[config.mk]
export PLATFORM = sky130hd
export DESIGN_NAME = umem_arb
export DESIGN_NICKNAME = d
export VERILOG_FILES = /design/src/rtl/umem_arb.sv
export SDC_FILE = /design/constraint.sdc
export NUM_CORES = 1
export LEC_CHECK = 0
export CAP_MARGIN = 30
export CORE_AREA = 2 2 102 104
export DETAILED_ROUTE_END_ITERATION = 6
export DIE_AREA = 0 0 104 106
export PLACE_DENSITY = 0.81
export SYNTH_ARGS = -nofsm -noshare
export SYNTH_HDL_FRONTEND = slang
export SYNTH_SLANG_ARGS = --single-unit
[constraint.sdc]
create_clock -name clk -period 2.51 [get_ports clk]
set_clock_uncertainty 0.2 [all_clocks]
set_input_delay 0.3765 -clock clk [delete_from_list [all_inputs] [get_ports clk]]
set_output_delay 0.3765 -clock clk [all_outputs]
set_load 0.02 [all_outputs]
[src/rtl/umem_arb.sv]
// ---------------------------------------------------------------------------
// umem_arb
//
// Arbiter that shares a single unified memory between instruction fetch and
// MEM-stage data accesses of a pipelined core. Each instruction goes through
// IDLE -> (DATA) -> FETCH -> ADV. The pipeline is held (StallPipe=1) in
// every state except ADV, which lasts one cycle and lets every stage
// register advance.
//
// Optional feature macro: UMEM_ARB_TIMEOUT_EN
//   defined   : an 8-bit wait counter aborts an access that has waited too
//               long, substitutes a safe value and sets the sticky MemFault.
//   undefined : accesses wait indefinitely, MemFault is tied to 0.
//
// Ports
//   clk          single clock, rising edge
//   rst          asynchronous active-high reset
//   MemWriteM    MEM-stage store flag
//   ResultSrcM   MEM-stage result select, 2'b01 marks a load
//   ALUResultM   MEM-stage data address
//   WriteDataM   MEM-stage store data
//   PCF          fetch address
//   mem_ready    memory completes the current access this cycle
//   mem_rdata    memory read data, valid with mem_ready
//   mem_req      access request to the unified memory
//   mem_we       write enable
//   mem_addr     access address
//   mem_wdata    write data
//   InstrF       registered fetched instruction
//   ReadDataM    registered load data
//   StallPipe    1 = all pipeline stage registers hold
//   MemFault     sticky access-timeout flag
// ---------------------------------------------------------------------------
module umem_arb (
   input  logic        clk,
   input  logic        rst,
   input  logic        MemWriteM,
   input  logic [1:0]  ResultSrcM,
   input  logic [31:0] ALUResultM,
   input  logic [31:0] WriteDataM,
   input  logic [31:0] PCF,
   input  logic        mem_ready,
   input  logic [31:0] mem_rdata,
   output logic        mem_req,
   output logic        mem_we,
   output logic [31:0] mem_addr,
   output logic [31:0] mem_wdata,
   output logic [31:0] InstrF,
   output logic [31:0] ReadDataM,
   output logic        StallPipe,
   output logic        MemFault
);

   localparam logic [31:0] NOP = 32'h00000013;

   typedef enum logic [1:0] {
      IDLE  = 2'd0,
      DATA  = 2'd1,
      FETCH = 2'd2,
      ADV   = 2'd3
   } state_t;

   state_t state;
   state_t state_next;
   logic   data_req;
   logic   timeout;

   assign data_req = MemWriteM | (ResultSrcM == 2'b01);

`ifdef UMEM_ARB_TIMEOUT_EN
   logic [7:0] wait_count;
   logic       in_access;
   logic       fault;

   assign in_access = (state == DATA) || (state == FETCH);

   // The access gives up on the cycle in which the wait counter would
   // reach 255, so the abandoned access leaves its state on that edge.
   assign timeout = in_access && !mem_ready && (wait_count == 8'd254);

   // Wait counter: restarts whenever a new access (DATA or FETCH) is
   // entered, and counts cycles the memory has not answered.
   always_ff @(posedge clk or posedge rst) begin
      if (rst) begin
         wait_count <= 8'd0;
      end else if ((state_next != state) &&
                   ((state_next == DATA) || (state_next == FETCH))) begin
         wait_count <= 8'd0;
      end else if (in_access && !mem_ready) begin
         wait_count <= wait_count + 8'd1;
      end
   end

   // Sticky fault flag, only cleared by reset.
   always_ff @(posedge clk or posedge rst) begin
      if (rst) begin
         fault <= 1'b0;
      end else if (timeout) begin
         fault <= 1'b1;
      end
   end

   assign MemFault = fault;
`else
   assign timeout  = 1'b0;
   assign MemFault = 1'b0;
`endif

   // State register. Because the memory request is decoded from this
   // register alone, reset drops mem_req immediately, without a clock edge.
   always_ff @(posedge clk or posedge rst) begin
      if (rst) begin
         state <= IDLE;
      end else begin
         state <= state_next;
      end
   end

   // Next-state and memory-port decode. Address and data come straight from
   // the stage inputs; they stay stable while waiting because the pipeline
   // is stalled for the whole access.
   always_comb begin
      state_next = state;
      mem_req    = 1'b0;
      mem_we     = 1'b0;
      mem_addr   = 32'h0;
      mem_wdata  = 32'h0;
      StallPipe  = 1'b1;
      case (state)
         IDLE: begin
            state_next = data_req ? DATA : FETCH;
         end
         DATA: begin
            mem_req   = 1'b1;
            mem_we    = MemWriteM;
            mem_addr  = ALUResultM;
            mem_wdata = WriteDataM;
            if (mem_ready || timeout) begin
               state_next = FETCH;
            end
         end
         FETCH: begin
            mem_req  = 1'b1;
            mem_addr = PCF;
            if (mem_ready || timeout) begin
               state_next = ADV;
            end
         end
         ADV: begin
            StallPipe  = 1'b0;
            state_next = IDLE;
         end
         default: begin
            state_next = IDLE;
         end
      endcase
   end

   // Capture registers for fetched instruction and load data. A load is a
   // data access without the store flag. An aborted fetch yields a NOP and
   // an aborted data access yields zero.
   always_ff @(posedge clk or posedge rst) begin
      if (rst) begin
         InstrF    <= NOP;
         ReadDataM <= 32'h0;
      end else begin
         if (state == DATA) begin
            if (mem_ready) begin
               if (!MemWriteM) begin
                  ReadDataM <= mem_rdata;
               end
            end else if (timeout) begin
               ReadDataM <= 32'h0;
            end
         end
         if (state == FETCH) begin
            if (mem_ready) begin
               InstrF <= mem_rdata;
            end else if (timeout) begin
               InstrF <= NOP;
            end
         end
      end
   end

endmodule

==> flow_summary.toml <==
[outcome]
status = "complete, no violations"

[detailed_routing]
wire_per_inst_um = 18.89
drt_iter0_drc = 138
avgViaCountPerCell = 4.747
dr.pass1.iters = 5
drt_wl_total_um = 12750
ant_nets = 0
num_vias = 3204
drc = 0

[worst_setup_path]
arrival_ns = 1.88
r2r_cells = 4
start_kind = "flop"
path_max_fanout = 23
required_ns = 1.93
r2r_slack_ns = 0.52
timing.rr.start = "state[1]"
path_class = "flop to output pin"
reg2reg_to = "ReadDataM[14]"
end_kind = "output pin"

[synthesis]
ys_seq_area_frac = 0.5134
ys_warn_count = 0
synth_fa_ha_area_frac = 0.02328
synth_top_family_by_area = "multiplexers"
postSynthCellCount = 270
synth-compound-area-share = 0.08304
synth_area_um2 = 3224
synth.net_count = 410
synthDistinctLibCells = 20
ys_seq_elements = 66
synth_mux_area_frac = 0.2270
synth.avg_cell_area_um2 = 11.94
synth-xor-area-share = 0
synth-simple-area-share = 0.1137

[finish]
layout_common_cells = "199 x clkdlybuf4s50_1, 63 x dfrtp_1, 63 x mux2_2"
diodes = 0
area.growth.synth_to_final_pct = 92.12
mostFrequentLayoutCell = "clkdlybuf4s50_1"
stdcell_area_um2 = 6195
final_nets = 674
drive_gt1_frac = 0.2375

[power]
p_sw_uw = 3336
p_sw_frac = 0.4167
power_frac_comb = 0.627
pwr-share-clk = 0.136
leakage_uw = 0.002733
p_int_uw = 4671
p_per_area_nw_per_um2 = 1293
vdd_drop_max_mv = 0.6823
p_seq_frac = 0.237
total_power_uw = 8007

[job]
drv_cap = 0

[grt]
grtUsageTotal = 0.2240
grt_max_degree = 49
first_global_vias = 3321
grt_pass1_wl_um = 18690
antenna_found_initial = 0
grt-ovfl-total = 0

[placed_design]
gp_congestion = 0.9618
postPlaceCellArea_um2 = 6030
dp_hpwl_um = 10050
port-buffer-count = 264

[sta]
fmax_mhz = 407.4
setup_tns_ns = 0
min_period_ns = 2.454
finalSetupViolCount = 0
drv_slew = 0
period_share = 0.9779
rsz0062_at_grt = "yes"
slew_headroom = 0.6397
worst_pin_slew_ns = 0.5405
finalHoldViolCount = 0

[floorplan]
die_w_um = 104
dieArea_um2 = 11020
top_level_ports = 266
start_util = 0.3224
core_um2 = 10000
fp-row-count = 37
die_h_um = 106

[clocking]
clk_latency_ns = 0.33
cts_made_buffers = 9
clkTransAtPathRegs_ns = 0.08
tritoncts = "yes"
htreeDepth = 3
ctsHoldBuffers = 0
cts.path.max_buffers = 2
ctsRootBufferMaster = "clkbuf_8"
clock-sinks = 66

[hold_path]
min_path_type = "primary input to async pin"
-- registers in the layout, summed over array words and instances, names as in the netlist --
signal / flops
ReadDataM: 32
InstrF: 32
state: 2
-- layout make-up --
type | count | area (µm²)
tap | 136 | 170.2
clock inverter | 6 | 112.6
timing repair buffer | 274 | 2625
fill | 850 | 3805
clock buffer | 10 | 127.6
sequential | 66 | 1655
multi-input combinational | 178 | 1485
inverter | 5 | 18.77
-- worst max path at each step --
stage / cells past startpoint / slack (ns) / end / start
2_1_floorplan: 1 / 0.28 / InstrF[10] / rst
3_3_place_gp: 6 / 0.04 / mem_addr[23] / state[0]
3_5_place_dp: 6 / -0.05 / mem_addr[23] / state[0]
4_1_cts: 6 / -0.05 / mem_addr[23] / state[0]
5_1_grt: 6 / -0.02 / mem_addr[10] / state[0]
6_report: 6 / 0.06 / mem_addr[30] / state[0]
-- routing by layer --
layer	GRT usage	wire length, µm
met1	0.2260	4536
met2	0.3924	6402
met3	0.09442	1249
met4	0.1226	565
met5	0	0
-- worst max-delay path, stage by stage, from the launching register on --
cell and delay [ns]:
dfrtp_1 0.41, inv_1 0.11, ha_1 0.25, buf_8 0.18, a22oi_2 0.24, nor2_1 0.07
clkdlybuf4s15_1 0.29
-- through the flow --
stage / setup slack [ns] / hold WS (ns) / util / std cells
after floorplan: 0.2837 / 0.3082 / - / 270
after global placement: 0.03748 / 0.2749 / 0.6030 / 657
after detailed placement: -0.04509 / 0.2805 / 0.6030 / 657
after CTS: -0.04651 / 0.1480 / 0.6234 / 673
after global routing: -0.01874 / 0.1755 / 0.6195 / 675
final: 0.05554 / 0.1519 / 0.6195 / 675
-- synthesized netlist by cell type --
cell      number  share of area
o21ba_2        1         0.0031
and2_1        33          0.064
nand2b_1       1         0.0019
buf_2          9          0.014
clkbuf_1       8         0.0093
mux2_2        63           0.22
conb_1         1         0.0012
o22ai_1        2         0.0039
dfrtp_1       63           0.49
inv_1          5         0.0058
mux2_1         2         0.0070
dfstp_2        3          0.024
ha_1           6          0.023
nand2_1        2         0.0023
nor2_1        32          0.037
nand3b_4       1         0.0062
o21ai_0        1         0.0016
buf_4          4         0.0093
a22oi_1       32          0.075
nor2b_1        1         0.0019
-- power by group through the flow --
| stage | Combinational (µW) | Sequential [µW] | Clock, µW |
|---|---|---|---|
| 2_1_floorplan | 1970 | 2560 | 0 |
| 3_3_place_gp | 5080 | 1890 | 0 |
| 3_5_place_dp | 5170 | 1920 | 0 |
| 4_1_cts | 4990 | 1900 | 1120 |
| 5_1_grt | 5300 | 1970 | 1160 |
| 6_report | 5020 | 1900 | 1090 |
-- timing repair --
item | in CTS | in global routing
gates cloned | 0 | 0
gates resized for setup | 75 | 66
setup endpoints to repair | 64 | 44
setup buffers | 0 | 2
pin swaps | 0 | 2
hold endpoints to repair | 0 | 0
-- cells by family (layout without fill, tap and decap cells) --
family                   after synthesis  count (layout)
buffers and inverters                 26             295
other                                  1               1
flip-flops                            66              66
AND/OR/NAND/NOR                       70              70
adder cells (fa/ha/maj)                6               6
multiplexers                          65              65
AO/OA/AOI/OAI                         36              36
(Power assumes the default switching activity.)
